### src/rtl/key_debouncer.sv
// Push-button conditioner: two-flop synchronizer, stable-time debounce FSM, level plus strobes.
// Define KEY_ACTIVE_LOW_EN to invert key_raw ahead of the synchronizer for pulled-up keys.
module key_debouncer #(
    parameter int unsigned STABLE_CYCLES = 500,
    parameter int unsigned CNT_W         = 26
) (
    input  logic CLOCK_50,
    input  logic reset,
    input  logic key_raw,
    output logic key_level,
    output logic key_press,
    output logic key_release
);

    typedef enum logic [1:0] {
        StIdleLow,
        StWaitHigh,
        StIdleHigh,
        StWaitLow
    } state_e;

    localparam logic [CNT_W-1:0] CntMax = CNT_W'(STABLE_CYCLES);
    localparam logic [CNT_W-1:0] CntOne = CNT_W'(1);

    logic             key_in;
    logic             s1_q, s2_q;
    state_e           state_q, state_d;
    logic [CNT_W-1:0] cnt_q, cnt_d;
    logic             level_d, press_d, release_d;

`ifdef KEY_ACTIVE_LOW_EN
    assign key_in = ~key_raw;
`else
    assign key_in = key_raw;
`endif

    always_ff @(posedge CLOCK_50 or posedge reset) begin
        if (reset) begin
            s1_q <= 1'b0;
            s2_q <= 1'b0;
        end else begin
            s1_q <= key_in;
            s2_q <= s1_q;
        end
    end

    always_ff @(posedge CLOCK_50 or posedge reset) begin
        if (reset) begin
            state_q     <= StIdleLow;
            cnt_q       <= '0;
            key_level   <= 1'b0;
            key_press   <= 1'b0;
            key_release <= 1'b0;
        end else begin
            state_q     <= state_d;
            cnt_q       <= cnt_d;
            key_level   <= level_d;
            key_press   <= press_d;
            key_release <= release_d;
        end
    end

    // Counter only advances while below CntMax, so it can never exceed it or wrap.
    always_comb begin
        state_d   = state_q;
        cnt_d     = cnt_q;
        level_d   = key_level;
        press_d   = 1'b0;
        release_d = 1'b0;
        unique case (state_q)
            StIdleLow: begin
                if (s2_q) begin
                    state_d = StWaitHigh;
                    cnt_d   = CntOne;
                end
            end
            StWaitHigh: begin
                if (!s2_q) begin
                    state_d = StIdleLow;
                    cnt_d   = '0;
                end else if (cnt_q == CntMax) begin
                    state_d = StIdleHigh;
                    level_d = 1'b1;
                    press_d = 1'b1;
                    cnt_d   = '0;
                end else begin
                    cnt_d = cnt_q + CntOne;
                end
            end
            StIdleHigh: begin
                if (!s2_q) begin
                    state_d = StWaitLow;
                    cnt_d   = CntOne;
                end
            end
            StWaitLow: begin
                if (s2_q) begin
                    state_d = StIdleHigh;
                    cnt_d   = '0;
                end else if (cnt_q == CntMax) begin
                    state_d   = StIdleLow;
                    level_d   = 1'b0;
                    release_d = 1'b1;
                    cnt_d     = '0;
                end else begin
                    cnt_d = cnt_q + CntOne;
                end
            end
            default: begin
                state_d = StIdleLow;
                cnt_d   = '0;
            end
        endcase
    end

endmodule

### config.mk
export PLATFORM = sky130hd
export DESIGN_NAME = key_debouncer
export DESIGN_NICKNAME = d
export VERILOG_FILES = /design/src/rtl/key_debouncer.sv
export SDC_FILE = /design/constraint.sdc
export NUM_CORES = 1
export LEC_CHECK = 0
export BUFFER_PORTS_ARGS = -buffer_cell sky130_fd_sc_hd__buf_2
export CAP_MARGIN = 25
export CELL_PAD_IN_SITES_DETAIL_PLACEMENT = 1
export CELL_PAD_IN_SITES_GLOBAL_PLACEMENT = 1
export CORE_MARGIN = 2
export CORE_UTILIZATION = 30
export CTS_CLUSTER_DIAMETER = 150
export DETAILED_ROUTE_END_ITERATION = 12
export GPL_TIMING_DRIVEN = 0
export HOLD_SLACK_MARGIN = 0.03
export PLACE_DENSITY = 0.51
export SETUP_SLACK_MARGIN = 0.4
export SLEW_MARGIN = 20
export SYNTH_ARGS = -nofsm -noshare
export SYNTH_HDL_FRONTEND = slang
export SYNTH_SLANG_ARGS = --single-unit
export TNS_END_PERCENT = 20
### constraint.sdc
create_clock -name CLOCK_50 -period 2.09 [get_ports CLOCK_50]
set_input_delay 0.3135 -clock CLOCK_50 [delete_from_list [all_inputs] [get_ports CLOCK_50]]
set_output_delay 0.3135 -clock CLOCK_50 [all_outputs]
set_load 0.05 [all_outputs]
==> flow_summary.toml, run 1 <==
[global_routing]
grt_pass1_wl_um = 9515
grt.overflow.total = 0
grt_pass1_vias = 1838
antenna_found_initial = 0
grt_util_all_layers_pct = 19.24
grt_start_max_net_pins = 34

[floorplanning]
fp.dieH_um = 82.59
die-area_mm2 = 0.006821
fp.coreArea_mm2 = 0.005956
start_util_pct = 31.11
num_rows = 28
die_w_um = 82.59
ios = 6

[timing]
fin_crit_sh_pct = 95.88
holdWs_ps = 133.3
report.final.setup_viol = 0
relSlewSlack_pct = 50.82
tightest_slew_ps = 736.6
clock-skew-final_ps = 10.17
period_needed_ps = 2004
rsz0062_at_grt = "yes"
finalMaxSlewViolations = 0
max_freq_ghz = 0.4990
hold_viol_final = 0

[clock_tree]
cts_tree = "built"
clock_path_buffers = 2
cts_hold_buf = 0
numCtsBuffers = 5
clkLatencyLatePin_ps = 290
path_clk_slew_ps = 80
htree_levels = 2
clock-sinks = 33
clock-root-buffer = "clkbuf_8"

[critical_path]
end_kind = "register"
crit_path_max_incr_delay_ps = 430
crit_chain = "inv_2, ha_2, nor4b_4, and4_4, a21oi_4, buf_6, and3_4, a211o_1"
start_kind = "register"
critical-path-top-delay-family = "simple AND/OR/NAND/NOR gates"
reg2reg_depth = 8
rrSetupSlack_ps = 90
slowest_stage = "dfrtp_1"
r2r_end = "cnt_q[3]"
crit_fanout = 5
timing.rr.start = "cnt_q[1]"
required_ps = 2260
crit_type = "reg2reg"
cp_num_buf_inv = 2
critical_path_arrival_ps = 2180

[yosys]
synth_area_leaders = "dfrtp_1, nand2_1, nand3_1, a21oi_1, a31oi_1"
synth_edf_count = 0
seq_area_frac_synth_pct = 44.56
synthAdderAreaFrac_pct = 1.350
synthCells = 199
synth.top_cell.area_share_pct = 44.56
netlist_area_mm2 = 0.001853
synth-async-reset-ratio_pct = 100.0
synth_common_cells = "dfrtp_1, nand2_1, nand3_1"
ys_warn_count = 0
syn-mean-instance-area_um2 = 9.312
synth_nets = 204
yosysMostFrequentCell = "dfrtp_1"
synth.distinct_cells = 47
synth-seq-cells = 33
synth_xor_xnor_area_share_pct = 0.9453
yosysTopAreaCell = "dfrtp_1"
synth-simple-area-share_pct = 29.51
ys.flop_type = "dfrtp_1"
synth_compound_area_share_pct = 18.43
synthMuxAreaShare_pct = 0.5402
synth_top_family_by_area = "simple AND/OR/NAND/NOR gates"

[route]
drt_iter0_drc = 87
firstDrtPassIters = 4
wirelength_um = 5687
avgRoutedWirePerCell_um = 18.58
vias_per_cell = 5.627
drtAntennaViolNets = 0
vias = 1722
route.detailed.drc = 0

[worst_hold_path]
hold_class = "in2reg"
min_from = "key_raw"
whs_path_depth = 1
hold_end = "s1_q"

[cells_and_area]
multi_input_comb_area_mm2 = 0.001060
nNetsFinal = 235
final_cells = 306
areaGrowthSynthToFinish_pct = 28.63
num-fill-cells = 699
register_area_um2 = 828.3
antenna_cells = 0
drive_above_1_share_pct = 30.74

[placed_design]
place_hpwl_um = 3532
port_buffers = 5
gp_congestion = 0.8015
dp.cells = 279

[power]
clkPwrFrac_pct = 39.0
intPower_mw = 1.036
power.total_mw = 1.403
p_per_area_mw_per_mm2 = 588.8
p_leak_nw = 1.049
pwr-share-comb_pct = 12.0
switching_power_mw = 0.3675
ir_drop_mv = 0.2798
p_sw_share_pct = 26.19
share_seq_of_total_power_pct = 48.9

[status]
status = "completed"

[flow_run]
maxCapViolCount = 0
-- worst reg2reg max path, cell delays in order (launching register included) --
cell and delay, ps:
dfrtp_1 430, inv_2 70, ha_2 200, nor4b_4 240, and4_4 310, a21oi_4 80, buf_6 150, and3_4 160
a211o_1 250
-- logic make-up (layout without fill, tap and decap cells) --
kind of cell,after synthesis,count (layout)
adders and majority gates,2,2
and+or+nand+nor,93,93
muxes,1,1
xor gates and xnor gates,2,2
buffers and inverters,16,48
AOI/OAI and AO/OA,52,52
DFF,33,33
-- cell usage in the layout (no fill, tap or decap), types with 2 or more instances in the layout --
| cell | count |
|---|---|
| a22o_1 | 2 |
| buf_4 | 16 |
| and3_1 | 2 |
| nand4_1 | 3 |
| a31oi_1 | 8 |
| inv_1 | 7 |
| nand2_1 | 24 |
| buf_2 | 5 |
| nor4_4 | 2 |
| o21ai_2 | 3 |
| nand3_1 | 14 |
| nand2b_1 | 2 |
| or2b_1 | 3 |
| clkbuf_8 | 7 |
| a21oi_2 | 3 |
| o211ai_1 | 3 |
| dfrtp_2 | 2 |
| o21ai_0 | 6 |
| a21o_1 | 4 |
| nor3_1 | 5 |
| a21oi_1 | 10 |
| buf_6 | 4 |
| and4_4 | 2 |
| and2_1 | 4 |
| inv_2 | 2 |
| clkbuf_2 | 2 |
| nor2_1 | 10 |
| o21ai_1 | 2 |
| and4_1 | 4 |
| or4_1 | 2 |
| dfrtp_1 | 31 |
| or3_1 | 3 |
| ha_2 | 2 |
-- flip-flops by register name, indices dropped and copies added, names as in the netlist, named ones only --
register,flops
key_level,1
s1_q,1
cnt_q,26
s2_q,1
key_press,1
key_release,1
state_q,1
-- per-layer routing --
layer / vias up / global-route usage, % / share of wire [%] / routed length [um]
met1: 879 / 25.39 / 45 / 2539
met2: 36 / 31.29 / 50 / 2861
li1: 797 / - / - / -
met3: 10 / 3.587 / 3.2 / 181
met4: 0 / 7.213 / 1.8 / 105
met5: - / 0 / 0 / 0
-- metrics by stage --
step,setup TNS [ps],utilization [%],setup slack [ps],area (um^2)
2_1_floorplan,0,-,193.0,1857
3_3_place_gp,-88.68,33.17,-37.40,1976
3_5_place_dp,-260.8,33.17,-79.48,1976
4_1_cts,0,38.32,177.5,2282
5_1_grt,-6.231,40.02,-6.231,2384
6_report,0,40.02,86.03,2384
-- power groups by stage --
stage	Sequential [mW]	Clock (mW)	Combinational, mW
2_1_floorplan	0.691	0	0.0805
3_3_place_gp	0.697	0	0.108
6_report	0.687	0.548	0.169
5_1_grt	0.691	0.597	0.185
3_5_place_dp	0.698	0	0.112
4_1_cts	0.685	0.561	0.148
-- worst max-delay path by stage --
| stage | startpoint | end | depth (start not counted) |
|---|---|---|---|
| global placement | cnt_q[20] | cnt_q[21] | 6 |
| detailed placement | cnt_q[5] | cnt_q[23] | 5 |
| global route | cnt_q[0] | cnt_q[20] | 9 |
| floorplan | cnt_q[19] | cnt_q[3] | 6 |
| finish | cnt_q[1] | cnt_q[3] | 8 |
| CTS | cnt_q[19] | cnt_q[3] | 6 |
-- final cells by class --
type / instances / area share [%]
multi-input combinational: 150 / 44.46
sequential: 33 / 34.75
timing repair buffer: 24 / 8.189
buffer: 7 / 2.992
clock buffer: 7 / 4.042
clock inverter: 1 / 0.2100
inverter: 9 / 1.417
tap: 75 / 3.937
-- timing repair --
item,in CTS,in global routing
pin swaps,9,7
resized for setup,23,18
endpoints found under the setup margin,31,31
cloned,2,0
setup buffers,13,4
No activity file was read; power rests on OpenSTA's default activity.
==> run 2, diff against run 1 <==
- CORE_UTILIZATION: 30 -> 48
- PLACE_DENSITY: 0.51 -> 0.76
==> flow_summary.toml, run 2 (synthesis gave the netlist of run 1 again) <==
[status]
status = "completed"

[floorplanning]
die-area_mm2 = 0.004373
num_rows = 22
start_util_pct = 50.24
die_w_um = 66.13
fp.coreArea_mm2 = 0.003689
ios = 6
fp.dieH_um = 66.13

[clock_tree]
clock-sinks = 33
numCtsBuffers = 5
clock_path_buffers = 2
cts_tree = "built"
cts_hold_buf = 0
clkLatencyLatePin_ps = 300
path_clk_slew_ps = 70
htree_levels = 2
clock-root-buffer = "clkbuf_8"

[timing]
rsz0062_at_grt = "yes"
finalMaxSlewViolations = 0
clock-skew-final_ps = 8.403
period_needed_ps = 2012
layout_setup_ws_ps = 77.86
report.final.setup_viol = 0
hold_viol_final = 0
fin_crit_sh_pct = 96.27
timing.setup.tns_ps = 0
relSlewSlack_pct = 52.46
tightest_slew_ps = 712.1
max_freq_ghz = 0.4970

[critical_path]
start_kind = "register"
critical-path-top-delay-family = "simple AND/OR/NAND/NOR gates"
crit_chain = "or4_4, nor3_4, a21o_4, buf_12, o21ai_0, a22o_1"
crit_fanout = 5
cp_num_buf_inv = 1
crit_path_max_incr_delay_ps = 550
end_kind = "register"
required_ps = 2280
critical_path_arrival_ps = 2200
crit_type = "reg2reg"
slowest_stage = "or4_4"

[cells_and_area]
multi_input_comb_area_mm2 = 0.001057
layout_commonest_cell = "nand2_1"
antenna_cells = 0
largest-register = "cnt_q"
drive_above_1_share_pct = 32.76
postLayoutCellArea_mm2 = 0.002364
num-fill-cells = 412
nNetsFinal = 237
register_area_um2 = 839.6
areaGrowthSynthToFinish_pct = 27.55
largest_register_ffs = 26
final_cell_mix = "nand2_1, dfrtp_1, buf_4, nand3_1"

[global_routing]
antenna_found_initial = 0
grt_start_max_net_pins = 34
grt_util_all_layers_pct = 31.10
grt_pass1_wl_um = 9680
grt_pass1_vias = 1865
grt.overflow.total = 0

[placed_design]
port_buffers = 5
place_ws_ps = -15.85
place_hpwl_um = 3445
gp_congestion = 0.8054
post_dp_cell_area_mm2 = 0.001942

[route]
wirelength_um = 6031
vias_per_cell = 6.171
drtAntennaViolNets = 0
firstDrtPassIters = 4
avgRoutedWirePerCell_um = 21.54
route.detailed.drc = 0
drt_iter0_drc = 73
vias = 1728

[power]
p_leak_nw = 1.053
p_per_area_mw_per_mm2 = 571.5
power.total_mw = 1.351
ir_drop_mv = 0.3958

[flow_run]
maxCapViolCount = 0

[worst_hold_path]
hold_class = "in2reg"
## run 2: changes by cell type in the layout (fill, tap and decap cells not counted), sizes merged
cell,delta
buf,+2
clkinv,-1
## run 2: worst reg2reg max path: stages, from the launching register on
cell and delay (ps):
dfrtp_1 390, or4_4 550, nor3_4 240, a21o_4 240, buf_12 130, o21ai_0 120, a22o_1 240
## run 2: what timing repair did
action                     CTS  global route
gates resized for setup     30            12
buffers inserted            14             5
cloned                       2             0
setup endpoints to repair   31            31
pin swaps                   18             3
## run 2: area by class of cell
class	count	share of cell area [%]
sequential	33	35.52
timing repair buffer	26	9.529
multi-input combinational	150	44.73
inverter	9	1.429
tap	48	2.541
buffer	7	2.594
clock buffer	7	3.653
## run 2: final timing paths
path                            startpoint  slack (ps)  cells after the start         to
worst max-delay path             cnt_q[18]          80                      6   cnt_q[9]
worst min-delay path               key_raw         120                      1       s1_q
worst max register to register   cnt_q[18]          80                      6   cnt_q[9]
worst min register to register        s1_q         380                      0       s2_q
max in group asynchronous            reset        1450                      2  cnt_q[20]
min in group asynchronous            reset         130                      2  key_press
## run 2: power by group
part	switching [mW]	internal, mW
registers	0.0330	0.660
logic	0.0865	0.0729
clock network	0.237	0.261
total	0.357	0.994
## run 2: per-stage QoR
step | hold WS [ps] | instances | util [%]
finish | 121.8 | 280 | 64.08
global route | 117.7 | 280 | 64.08
CTS | 122.3 | 275 | 62.01
detailed placement | 362.4 | 252 | 52.65
global placement | 336.9 | 252 | 52.65
floorplan | 331.2 | 199 | -
## run 2: metal layers
metal	GRT usage [%]	part of all wire, %	up-vias	wire (um)
met4	14.03	2.2	0	134
met3	8.177	3.1	11	188
met2	52.75	52	32	3133
met1	36.65	43	885	2575
li1	-	-	800	-
met5	0	0	-	0
==> run 3, diff against run 2 <==
- BUFFER_PORTS_ARGS: -buffer_cell sky130_fd_sc_hd__buf_2 -> -buffer_cell sky130_fd_sc_hd__buf_4
==> flow_summary.toml, run 3 (synthesis gave the netlist of run 1 again) <==
[power]
power.total_mw = 1.384
p_leak_nw = 1.066
ir_drop_mv = 0.4856
p_per_area_mw_per_mm2 = 579.4

[floorplanning]
start_util_pct = 50.24
num_rows = 22
die-area_mm2 = 0.004373
ios = 6
die_w_um = 66.13
fp.coreArea_mm2 = 0.003689
fp.dieH_um = 66.13

[timing]
report.final.setup_viol = 1
period_needed_ps = 2098
finalMaxSlewViolations = 0
max_freq_ghz = 0.4766
fin_crit_sh_pct = 100.4
relSlewSlack_pct = 52.03
layout_setup_ws_ps = -8.058
holdWs_ps = 131.9
rsz0062_at_grt = "yes"
clock-skew-final_ps = 6.917
hold_viol_final = 0
tightest_slew_ps = 718.5

[critical_path]
critical_path_arrival_ps = 2240
crit_type = "reg2reg"
crit_fanout = 10
critPathLaunch = "cnt_q[3]"
start_kind = "register"
timing.rr.start = "cnt_q[3]"
end_kind = "register"
required_ps = 2240

[clock_tree]
numCtsBuffers = 5
cts_tree = "built"
htree_levels = 2
clock-sinks = 33
clock-root-buffer = "clkbuf_8"
clock_path_buffers = 2
clkLatencyLatePin_ps = 280
path_clk_slew_ps = 70

[route]
avgRoutedWirePerCell_um = 21.30
wirelength_um = 5965
drtAntennaViolNets = 0
drt_iter0_drc = 127
firstDrtPassIters = 4
vias_per_cell = 6.289
vias = 1761
route.detailed.drc = 0

[cells_and_area]
final_cell_mix = "dfrtp_1, nand2_1, buf_4, nand3_1, nor2_1"
final_util_pct = 64.76
nNetsFinal = 236
antenna_cells = 0
areaGrowthSynthToFinish_pct = 28.90
largest_register_ffs = 26
drive_above_1_share_pct = 34.48
layout_commonest_cell = "dfrtp_1"
largest-register = "cnt_q"

[worst_hold_path]
hold_class = "in2reg"
min_from = "key_raw"

[flow_run]
maxCapViolCount = 0

[placed_design]
gp_congestion = 0.8306
port_buffers = 5
place_hpwl_um = 3356

[global_routing]
grt_pass1_vias = 1818
antenna_found_initial = 0
grt_util_all_layers_pct = 28.50
grt_start_max_net_pins = 34
grt_pass1_wl_um = 9259
grt.overflow.total = 0

[status]
violations = "setup timing"
status = "complete, but fails checks"
-- run 3: cell count changes in the layout (fill, tap and decap cells not counted), moves of 4 or more --
cell	previous run	this run
a21oi_2	3	7
buf_2	6	1
dfrtp_1	22	27
dfrtp_2	11	6
o21ai_2	1	5
-- run 3: final cells by class --
class / instances / area [um^2]
plain buffers: 7 / 71.32
fillers: 430 / 1300
clock inverters: 1 / 5.005
flip-flops and latches: 33 / 833.3
well taps: 48 / 60.06
multi-input cells: 150 / 1075
inverters: 9 / 33.78
repair buffers: 25 / 214.0
clock buffers: 7 / 96.34
-- run 3: worst max-delay path, stage by stage, from the launching register on --
cell,delay [ps]
dfrtp_1,460
nor4bb_1,470
and4_4,350
a21oi_2,90
buf_6,160
buf_6,150
a21oi_1,180
a31oi_1,90
-- run 3: repair_timing --
action,CTS,global route
pin swaps,6,18
setup buffers,10,8
hold buffers,0,0
gates resized for setup,14,38
cloned,1,1
setup endpoints to repair,31,31
-- run 3: metrics by stage --
step | area [um^2] | instances | setup WS [ps] | TNS, ps
detailed placement | 1954 | 252 | -68.51 | -316.8
CTS | 2168 | 271 | 57.70 | 0
floorplan | 1857 | 199 | 193.0 | 0
finish | 2389 | 280 | -8.058 | -8.058
global route | 2389 | 280 | -58.46 | -198.2
global placement | 1954 | 252 | -5.564 | -5.564
-- run 3: routing by layer --
metal,GRT usage [%],part of all wire (%)
met1,36.70,42
met3,5.622,4.9
met4,9.949,1.2
met2,47.50,52
met5,0,0
-- run 3: where the power goes --
part | switching (mW) | internal, mW
sequential | 0.0305 | 0.658
clock | 0.239 | 0.298
combinational | 0.0885 | 0.0707
total | 0.358 | 1.03
-- run 3: path summary, 6_finish.rpt --
kind / endpoint / slack (ps) / depth (start not counted)
max: cnt_q[8] / -8 / 7
min: s1_q / 130 / 1
max reg2reg: cnt_q[8] / -8 / 7
min reg2reg: s2_q / 360 / 0
max in group asynchronous: cnt_q[18] / 1430 / 2
min in group asynchronous: cnt_q[21] / 150 / 2
